## config.mk

```make
export PLATFORM = sky130hd
export DESIGN_NAME = datapath_seq
export DESIGN_NICKNAME = d
export VERILOG_FILES = /design/src/rtl/datapath_seq.sv
export SDC_FILE = /design/constraint.sdc
export NUM_CORES = 1
export LEC_CHECK = 0
export ABC_CLOCK_PERIOD_IN_PS = 11900
export CELL_PAD_IN_SITES_DETAIL_PLACEMENT = 1
export CELL_PAD_IN_SITES_GLOBAL_PLACEMENT = 1
export CORE_MARGIN = 2
export CORE_UTILIZATION = 45
export CTS_CLUSTER_DIAMETER = 120
export CTS_CLUSTER_SIZE = 12
export DETAILED_ROUTE_END_ITERATION = 10
export PLACE_DENSITY_LB_ADDON = 0.1
export SKIP_LAST_GASP = 1
export SYNTH_ARGS = -nofsm -noshare
export SYNTH_HDL_FRONTEND = slang
export SYNTH_SLANG_ARGS = --single-unit
```

## constraint.sdc

```tcl
create_clock -name clk -period 11.9 [get_ports clk]
set_input_delay 3.57 -clock clk [delete_from_list [all_inputs] [get_ports clk]]
set_output_delay 3.57 -clock clk [all_outputs]
set_load 0.01 [all_outputs]
```

## src/rtl/datapath_seq.sv

```systemverilog
// Sequential ALU datapath: a small register file, a one-cycle ALU and an
// iterative shift-add multiplier, all sequenced by a four-state FSM.
module datapath_seq #(
  parameter int WIDTH = 32,
  parameter int NREG  = 4,
  parameter int AW    = $clog2(NREG)
) (
  input  logic             clk,
  input  logic             rst,
  input  logic             start,
  input  logic [2:0]       op,
  input  logic [AW-1:0]    ra,
  input  logic [AW-1:0]    rb,
  input  logic [AW-1:0]    rd,
  input  logic             wr,
  input  logic             ld_en,
  input  logic [AW-1:0]    ld_addr,
  input  logic [WIDTH-1:0] ld_data,
  output logic             busy,
  output logic             done,
  output logic [WIDTH-1:0] Result,
  output logic             Zero,
  output logic             Overflow
);

  localparam int SW = $clog2(WIDTH);
  localparam int CW = $clog2(WIDTH) + 1;

  localparam logic [1:0] S_IDLE = 2'd0;
  localparam logic [1:0] S_EXEC = 2'd1;
  localparam logic [1:0] S_MUL  = 2'd2;
  localparam logic [1:0] S_WB   = 2'd3;

  localparam logic [2:0] OP_ADD = 3'b000;
  localparam logic [2:0] OP_SUB = 3'b001;
  localparam logic [2:0] OP_AND = 3'b010;
  localparam logic [2:0] OP_OR  = 3'b011;
  localparam logic [2:0] OP_XOR = 3'b100;
  localparam logic [2:0] OP_SLT = 3'b101;
  localparam logic [2:0] OP_SLL = 3'b110;
  localparam logic [2:0] OP_MUL = 3'b111;

  logic [1:0]       state;
  logic [WIDTH-1:0] regs [NREG];
  logic [WIDTH-1:0] rd_a;
  logic [WIDTH-1:0] rd_b;

  logic [WIDTH-1:0] a_q;
  logic [WIDTH-1:0] b_q;
  logic [WIDTH-1:0] hi_q;
  logic [2:0]       op_q;
  logic [AW-1:0]    rd_q;
  logic             wr_q;
  logic [CW-1:0]    cnt_q;

  logic [WIDTH-1:0]   sum;
  logic [WIDTH-1:0]   diff;
  logic [2*WIDTH-1:0] shl_full;
  logic [WIDTH-1:0]   alu_res;
  logic               alu_ovf;
  logic [WIDTH:0]     mul_sum;

  assign busy = (state != S_IDLE);
  assign rd_a = regs[ra];
  assign rd_b = regs[rb];

  always_comb begin
    sum      = a_q + b_q;
    diff     = a_q - b_q;
    shl_full = {{WIDTH{1'b0}}, a_q} << b_q[SW-1:0];
    alu_res  = '0;
    alu_ovf  = 1'b0;
    case (op_q)
      OP_ADD: begin
        alu_res = sum;
        alu_ovf = (a_q[WIDTH-1] == b_q[WIDTH-1]) && (sum[WIDTH-1] != a_q[WIDTH-1]);
      end
      OP_SUB: begin
        alu_res = diff;
        alu_ovf = (a_q[WIDTH-1] != b_q[WIDTH-1]) && (diff[WIDTH-1] != a_q[WIDTH-1]);
      end
      OP_AND: alu_res = a_q & b_q;
      OP_OR:  alu_res = a_q | b_q;
      OP_XOR: alu_res = a_q ^ b_q;
      OP_SLT: alu_res = ($signed(a_q) < $signed(b_q)) ? WIDTH'(1) : '0;
      OP_SLL: begin
        alu_res = shl_full[WIDTH-1:0];
        alu_ovf = |shl_full[2*WIDTH-1:WIDTH];
      end
      default: begin
        alu_res = '0;
        alu_ovf = 1'b0;
      end
    endcase
  end

  // One multiplier bit per cycle: b_q doubles as the low product half and
  // shifts right as hi_q accumulates, so after WIDTH steps {hi_q,b_q} = A*B.
  assign mul_sum = {1'b0, hi_q} + (b_q[0] ? {1'b0, a_q} : '0);

  always_ff @(posedge clk or posedge rst) begin
    if (rst) begin
      state    <= S_IDLE;
      done     <= 1'b0;
      Result   <= '0;
      Zero     <= 1'b1;
      Overflow <= 1'b0;
      a_q      <= '0;
      b_q      <= '0;
      hi_q     <= '0;
      op_q     <= '0;
      rd_q     <= '0;
      wr_q     <= 1'b0;
      cnt_q    <= '0;
      for (int i = 0; i < NREG; i++) regs[i] <= '0;
    end else begin
      done <= 1'b0;
      case (state)
        S_IDLE: begin
          // Operands are sampled from the pre-load register values.
          if (ld_en) regs[ld_addr] <= ld_data;
          if (start) begin
            a_q   <= rd_a;
            b_q   <= rd_b;
            op_q  <= op;
            rd_q  <= rd;
            wr_q  <= wr;
            hi_q  <= '0;
            cnt_q <= '0;
            state <= (op == OP_MUL) ? S_MUL : S_EXEC;
          end
        end
        S_EXEC: begin
          Result   <= alu_res;
          Zero     <= (alu_res == '0);
          Overflow <= alu_ovf;
          if (wr_q) regs[rd_q] <= alu_res;
          done  <= 1'b1;
          state <= S_IDLE;
        end
        S_MUL: begin
          hi_q  <= mul_sum[WIDTH:1];
          b_q   <= {mul_sum[0], b_q[WIDTH-1:1]};
          cnt_q <= cnt_q + CW'(1);
          if (cnt_q == CW'(WIDTH - 1)) state <= S_WB;
        end
        S_WB: begin
          Result   <= b_q;
          Zero     <= (b_q == '0);
          Overflow <= |hi_q;
          if (wr_q) regs[rd_q] <= b_q;
          done  <= 1'b1;
          state <= S_IDLE;
        end
        default: state <= S_IDLE;
      endcase
    end
  end

endmodule

```

### After elaboration in Yosys (flattened, before gate mapping)

Cells that the tools add are included.

* register bits: 273
* bits of input ports: 48
* output and inout port bits: 36
* word-level logic and storage cells: 109

* $add $sub $neg: 4
* magnitude comparators: 7
* equality and inequality tests: 20
* shift-type cells: 1
* muxes and demuxes: 35
* bitwise logic cells: 7
* reductions and logical operators: 19

Operator list (number)
* 128-bit bitwise mux: 3
* 128-bit two-way mux: 3
* 128-bit one-hot mux with 3 select lines: 1
* 32-bit two-way mux: 9
* 32-bit one-hot mux with 7 select lines: 1
* 32-bit one-hot mux with 2 select lines: 3
* 32-bit binary-select mux with 2-bit select: 2
* 32-bit demux with 2-bit select: 2
* 32-bit zero test: 2
* 32-bit OR reduction: 2
* 32-bit by 5-bit << shifter with 64-bit output: 1
* 32-bit by 32-bit adder with 33-bit output: 1
* 32-bit adder: 1
* 32-bit bitwise AND: 1
* 32-bit less-than comparator: 1
* 32-bit OR: 1
* 32-bit subtractor: 1
* 32-bit bitwise XOR: 1
* 3-bit equality test (second input constant): 4
* 3-bit greater-or-equal comparator (second input constant): 4
* 2-bit inverter with 3-bit output: 4
* 6-bit one-hot mux with 2 select lines: 1
* 2-bit != test (second input constant): 5
* 6-bit by 1-bit adder with 6-bit output (second input constant): 1
* other kinds (22): 38

### Depth between registers and ports, before layout

Gate-level depths: netlist of the first run.

* depth in word-level cells: 8
* mapped depth: 21
* gate-level depth less buffers: 15

### Worst setup path before layout of the first run

OpenSTA, ideal clock, no wires.

* path kind: reg-to-reg
* start: register b_q[0]
* end: register hi_q[31]
* setup time: 0.121 ns
* arrival time: 5.271 ns
* data required time: 11.779 ns
* path slack: 6.508 ns
* cell stages (with the launch flop): 22
* path buffers: 6
* period minus slack after synthesis: 5.392 ns
* cell sequence: dfrtp_1 > buf_2 > inv_1 > buf_2 > clkbuf_1 > buf_1 > clkbuf_1 > buf_1 > nor2_1 > fa_1 > a21o_1 > a21o_1 > a2111oi_0 > o31ai_1 > a31oi_1 > o21ai_0 > o21ai_1 > o21ai_0 > or4_1 > a31oi_1 > o21ai_0 > a22o_1

* longest elaborated chain between the ends: 3

RTL lines
* from (decl): line 49 `logic [WIDTH-1:0] b_q;`
* from (signal assigned): line 124 `b_q <= rd_b;`
* from (signal assigned): line 143 `b_q <= {mul_sum[0], b_q[WIDTH-1:1]};`
* 32-bit two-way mux: line 99 `assign mul_sum = {1'b0, hi_q} + (b_q[0] ? {1'b0, a_q} : '0);`
* 32-bit by 32-bit adder with 33-bit output: line 99
* 32-bit one-hot mux with 2 select lines: line 118 `case (state)`
* to (signal assigned): line 142 `hi_q <= mul_sum[WIDTH:1];`
* to (decl): line 50 `logic [WIDTH-1:0] hi_q;`

No other way between the ends.
A chain may end at the register's enable or synchronous reset.

### Worst setup path after layout of the first run

Same ends and word-level chain as after synthesis.

==> results of run 1 <==
==> per-stage QoR <==
step / setup slack (ns) / hold WS [ns] / power [mW]
6_report: 5.958 / 0.4863 / 8.685
5_1_grt: 5.655 / 0.5208 / 9.068
4_1_cts: 6.138 / 0.4913 / 8.454
3_5_place_dp: 5.708 / 0.4760 / 7.588
3_3_place_gp: 5.778 / 0.4655 / 7.457
2_1_floorplan: 0.8079 / 0.4593 / 5.289
==> cell families after synthesis <==
logic type	Yosys count	share of synthesized area (%)
AOI/OAI and AO/OA	1033	26.73
muxes	283	16.73
buffers and inverters	348	5.610
xor gates and xnor gates	44	1.592
DFF	273	28.23
adders and majority gates	146	7.641
and+or+nand+nor	731	13.47
==> placed cells by master (no fill, tap or decap), types with 38 or more instances in the layout <==
cell,instances
o211ai_1,42
nor2_1,168
mux2i_1,158
clkdlybuf4s50_1,79
a21o_1,38
inv_1,125
a22oi_1,49
a21oi_1,257
ha_1,143
mux4_2,89
o221ai_1,49
buf_4,62
a22o_1,45
o21ai_0,335
dfrtp_1,268
nand2_1,337
nand3_1,40
==> metal layers <==
metal / wire, µm / GRT usage, %
met5: 0 / 0
met4: 7158 / 21.98
met3: 10050 / 7.490
met2: 49560 / 61.10
met1: 47250 / 54.44
==> cells in the mapped netlist, types with 19 or more instances <==
master / instances / area (µm²)
xnor2_1: 29 / 254.0
nor4_1: 26 / 162.7
nor2b_1: 24 / 150.1
mux2i_1: 158 / 1582
a31oi_1: 19 / 118.9
inv_1: 127 / 476.7
ha_1: 143 / 1789
mux2_2: 32 / 360.4
o21ai_0: 338 / 1692
nand2b_1: 28 / 175.2
a22oi_1: 49 / 367.9
clkbuf_1: 168 / 630.6
mux4_2: 89 / 2004
nor3_1: 33 / 165.2
o221ai_1: 49 / 429.2
a21o_1: 38 / 285.3
buf_1: 28 / 105.1
nand3_1: 40 / 200.2
a21oi_1: 257 / 1286
o31ai_1: 22 / 165.2
o211ai_1: 42 / 315.3
o22ai_1: 30 / 187.7
nor2_1: 169 / 634.4
nand2_1: 339 / 1272
a22o_1: 45 / 394.1
dfrtp_1: 272 / 6807
==> final timing paths <==
| check | start | end |
|---|---|---|
| max | b_q[0] | hi_q[31] |
| min | Result[4] | Result[4] |
| max reg2reg | b_q[0] | hi_q[31] |
| min reg2reg | Result[4] | Result[4] |
| max in group asynchronous | rst | a_q[17] |
| min in group asynchronous | rst | asynchronous set/reset pin |
==> power by group <==
group / switching (mW) / internal (mW)
registers: 0.668 / 1.32
logic: 3.86 / 2.00
clock network: 0.425 / 0.424
total: 4.95 / 3.74
==> area by class of cell <==
class                           instances  area share (%)
Multi-Input combinational cell       2237           61.04
Inverter                              131           1.894
Sequential cell                       273           25.96
Clock inverter                          3          0.1471
Clock buffer                           42           2.777
Tap cell                              688           3.266
Timing Repair Buffer                  146           4.918
==> qor.yml, run 1 <==
gp_congestion: 0.9943
start_util_pct: 45.78
grt.overflow.total: 0
end_kind: "flop"
synth_edf_count: 0
worstPathArrival_ns: 6.43
worst_pin_slew_ns: 1.215
status: "finished clean"
setup-violations-final: 0
seqCellArea_mm2: 0.006843
worst_slew_margin_rel_pct: 18.99
worstSetupPathDepth: 17
io_pins: 84
leakagePower_nw: 11.52
reg2reg_depth: 17
antenna_cells: 0
drive_gt1_share_pct: 9.534
finalNonFillerCells: 3520
die_h_um: 235.9
ff2ff_setup_slack_ns: 5.96
worstSetupPathType: "flop to flop"
ys_seq_area_share_pct: 28.23
power_density_mw_per_mm2: 329.5
clockRootBuffer: "clkbuf_16"
cp_top_family: "compound AO/OA/AOI/OAI gates"
worst_setup_path_start_kind: "flop"
cts_buffers: 27
slowest_stage: "buf_4"
hold_depth: 1
drt-initial-drc-count: 2481
nets: 3010
ir_drop_uv: 156.4
rows: 84
htreeDepth: 1
path_buf_inv: 3
grt_use_total_pct: 40.30
cp_slowest_stage_delay_ns: 0.70
post-cts-setup-buffer-count: 0
dieArea_mm2: 0.05565
final_cell_area_mm2: 0.02636
syn_to_final_growth_pct: 8.918
drv_slew: 0
cts_tree: "done"
cts_resized: 0
final.setup_skew_ns: 0.03441
hold_buffers: 0
dp_cells: 3475
hold_path.class: "flop to flop"
max-cap-violations: 0
finalSetupTns_ns: 0
rsz0062_at_grt: "no"
numPortBuffers: 83
via_per_inst: 7.053
crit_top_cell: "o21ai_0"
multi_input_area_mm2: 0.01609
final.fill_count: 6241
wirelength_um: 114000
ys_types: 91
postLayoutCoreUtil_pct: 49.86
clock_path_buffers: 3
die_w_um: 235.9
fmax_mhz: 168.3
critPathMaxFanout: 65
hold_violations: 0
drtAntennaViolNets: 0
drc: 0
clk_latency_ns: 0.62
async_reset_ff_share_pct: 100.0
core-area_mm2: 0.05287
post_dp_cell_area_mm2: 0.02559
grt_pass1_wl_um: 169700
synth_top_flop_cell: "dfrtp_1"
routedWlPerCell_um: 32.39
syn_inst: 2858
cts_sinks: 273
crit_chain: "buf_4 > inv_2 > buf_4 > nor2_1 > fa_1 > a21o_1 > a21o_1 > a2111oi_0 > o31ai_1 > a31oi_1 > o21ai_0 > o21ai_1 > o21ai_0 > or4_1 > a31oi_1 > o21ai_0 > a22o_1"
postSynthAreaPerCell_um2: 8.468
grt_pass1_vias: 25250
synth_fp_nets: 3052
yosys_register_bits: 273
min_period_ns: 5.942
required_ns: 12.38
firstDrtPassIters: 7
antenna_found_initial: 0
grt_max_degree: 170
place_hpwl_um: 82480
ys_warn_count: 0
num_vias: 24830
finalCritPeriodShare_pct: 49.94
synth_area_mm2: 0.02420
path_clk_slew_ns: 0.07
Note: power is estimated with default switching activity, not from simulation.
==> inputs of run 2 (changes only) <==
Settings changed: ABC_CLOCK_PERIOD_IN_PS 11900 to 5400, CORE_UTILIZATION 45 to 44.
Clock period 11.9 ns to 5.4 ns, I/O delays scaled along.
==> qor.yml, run 2 (synthesis results as in run 1) <==
min_period_ns: 5.291
antenna_cells: 0
numPortBuffers: 83
ir_drop_uv: 300.5
clockRootBuffer: "clkbuf_16"
drv_slew: 0
wirelength_um: 121000
die_w_um: 238.5
firstDrtPassIters: 5
worst_setup_path_start_kind: "flop"
final_cell_area_mm2: 0.02693
clock_path_buffers: 3
reg2reg_depth: 14
worstHoldStart: "Result[2]"
die_h_um: 238.5
finalNonFillerCells: 3582
rsz0062_at_grt: "no"
dp_cells: 3548
max-cap-violations: 0
start_util_pct: 44.71
worstSetupPathType: "flop to flop"
grt_max_degree: 105
syn_to_final_growth_pct: 11.28
worst_pin_slew_ns: 1.202
end_kind: "flop"
cts_tree: "done"
required_ns: 5.99
setup-violations-final: 0
hold_depth: 1
io_pins: 84
crit-reg2reg-launch: "a_q[15]"
grt_pass1_vias: 25470
path_clk_slew_ns: 0.09
worstPathArrival_ns: 5.88
critPathMaxFanout: 14
drtAntennaViolNets: 0
post_dp_cell_area_mm2: 0.02617
leakagePower_nw: 11.85
worst_slew_margin_rel_pct: 19.57
power_density_mw_per_mm2: 739.6
final.setup_skew_ns: 0.04742
hold_buffers: 0
finalCritPeriodShare_pct: 97.99
place_hpwl_um: 88730
htreeDepth: 1
drc: 0
final_common_cell: "nand2_1"
hold_path.class: "flop to flop"
routedWlPerCell_um: 33.79
grt_pass1_wl_um: 176700
grt.overflow.total: 0
via_per_inst: 7.113
cts_sinks: 273
hold_violations: 0
gp_congestion: 1.034
status: "finished clean"
whs_endpoint: "Result[2]"
nets: 3075
grt_use_total_pct: 42.03
rows: 85
cts_buffers: 27
ff2ff_setup_slack_ns: 0.11
fmax_mhz: 189.0
reg2reg_to: "Zero"
dieArea_mm2: 0.05689
layout_common_cells: "nand2_1, o21ai_0, dfrtp_1"
antenna_found_initial: 1
drt-initial-drc-count: 2984
core-area_mm2: 0.05413
num_vias: 25480
drive_gt1_share_pct: 11.68
post-cts-setup-buffer-count: 0
clk_latency_ns: 0.64
## run 2: layout make-up
type	instances	area, µm²
fill	6331	27200
multi-input combinational	2237	16130
sequential	273	6843
timing repair buffer	211	1859
tap	696	870.8
clock buffer	31	690.7
inverter	131	495.5
clock inverter	3	37.54
## run 2: worst max path at each step
stage,to,depth (start not counted),slack [ns],startpoint
final,Zero,14,0.11,a_q[15]
after floorplan,hi_q[31],21,0.008,b_q[0]
after global routing,Zero,14,0.04,a_q[11]
after detailed placement,Zero,14,-0.07,a_q[15]
after CTS,Zero,14,0.11,a_q[15]
after global placement,Zero,14,-0.14,a_q[15]
## run 2: repair_timing
item / in CTS / in global routing
gates resized for setup: 1 / 5
setup endpoints to repair: 1 / 5
endpoints found under the hold margin: 0 / 0
## run 2: per-layer routing
layer  global-route usage, %  share of wire, %  vias to the layer above
met5                       0            0.0083                        -
met2                   63.50                44                     1590
met1                   57.29                40                    12940
met4                   20.09               5.5                        2
li1                        -                 -                    10610
met3                   9.192                11                      344
## run 2: through the flow
| step | setup TNS [ns] | power, mW | hold WS (ns) | utilization (%) | setup WS (ns) |
|---|---|---|---|---|---|
| final | 0 | 19.92 | 0.4869 | 49.75 | 0.1087 |
| after global routing | 0 | 20.69 | 0.5158 | 49.75 | 0.04088 |
| after CTS | 0 | 19.27 | 0.4912 | 49.69 | 0.1093 |
| after detailed placement | -0.06865 | 17.34 | 0.4764 | 48.33 | -0.06865 |
| after global placement | -0.1449 | 17.07 | 0.4658 | 48.33 | -0.1449 |
| after floorplan | 0 | 11.66 | 0.4593 | - | 0.008270 |
## run 2: where the power goes
group          internal, mW  switching, mW
Combinational          4.82           9.01
Sequential             2.90           1.32
Clock                 0.903          0.956
Total                  8.63           11.3
## run 2: worst max-delay path, stage by stage (launching register included)
cell and delay [ns]:
dfrtp_1 0.68, inv_1 0.36, ha_1 0.61, nor4_4 0.48, nand4b_1 0.15, a21oi_1 0.31, nor4b_1 0.12, a21boi_2 0.41
a21o_1 0.25, nand3_1 0.32, nor4_1 0.41, nand4_1 0.13, or4_1 0.55, nor3_2 0.25, a41o_1 0.21
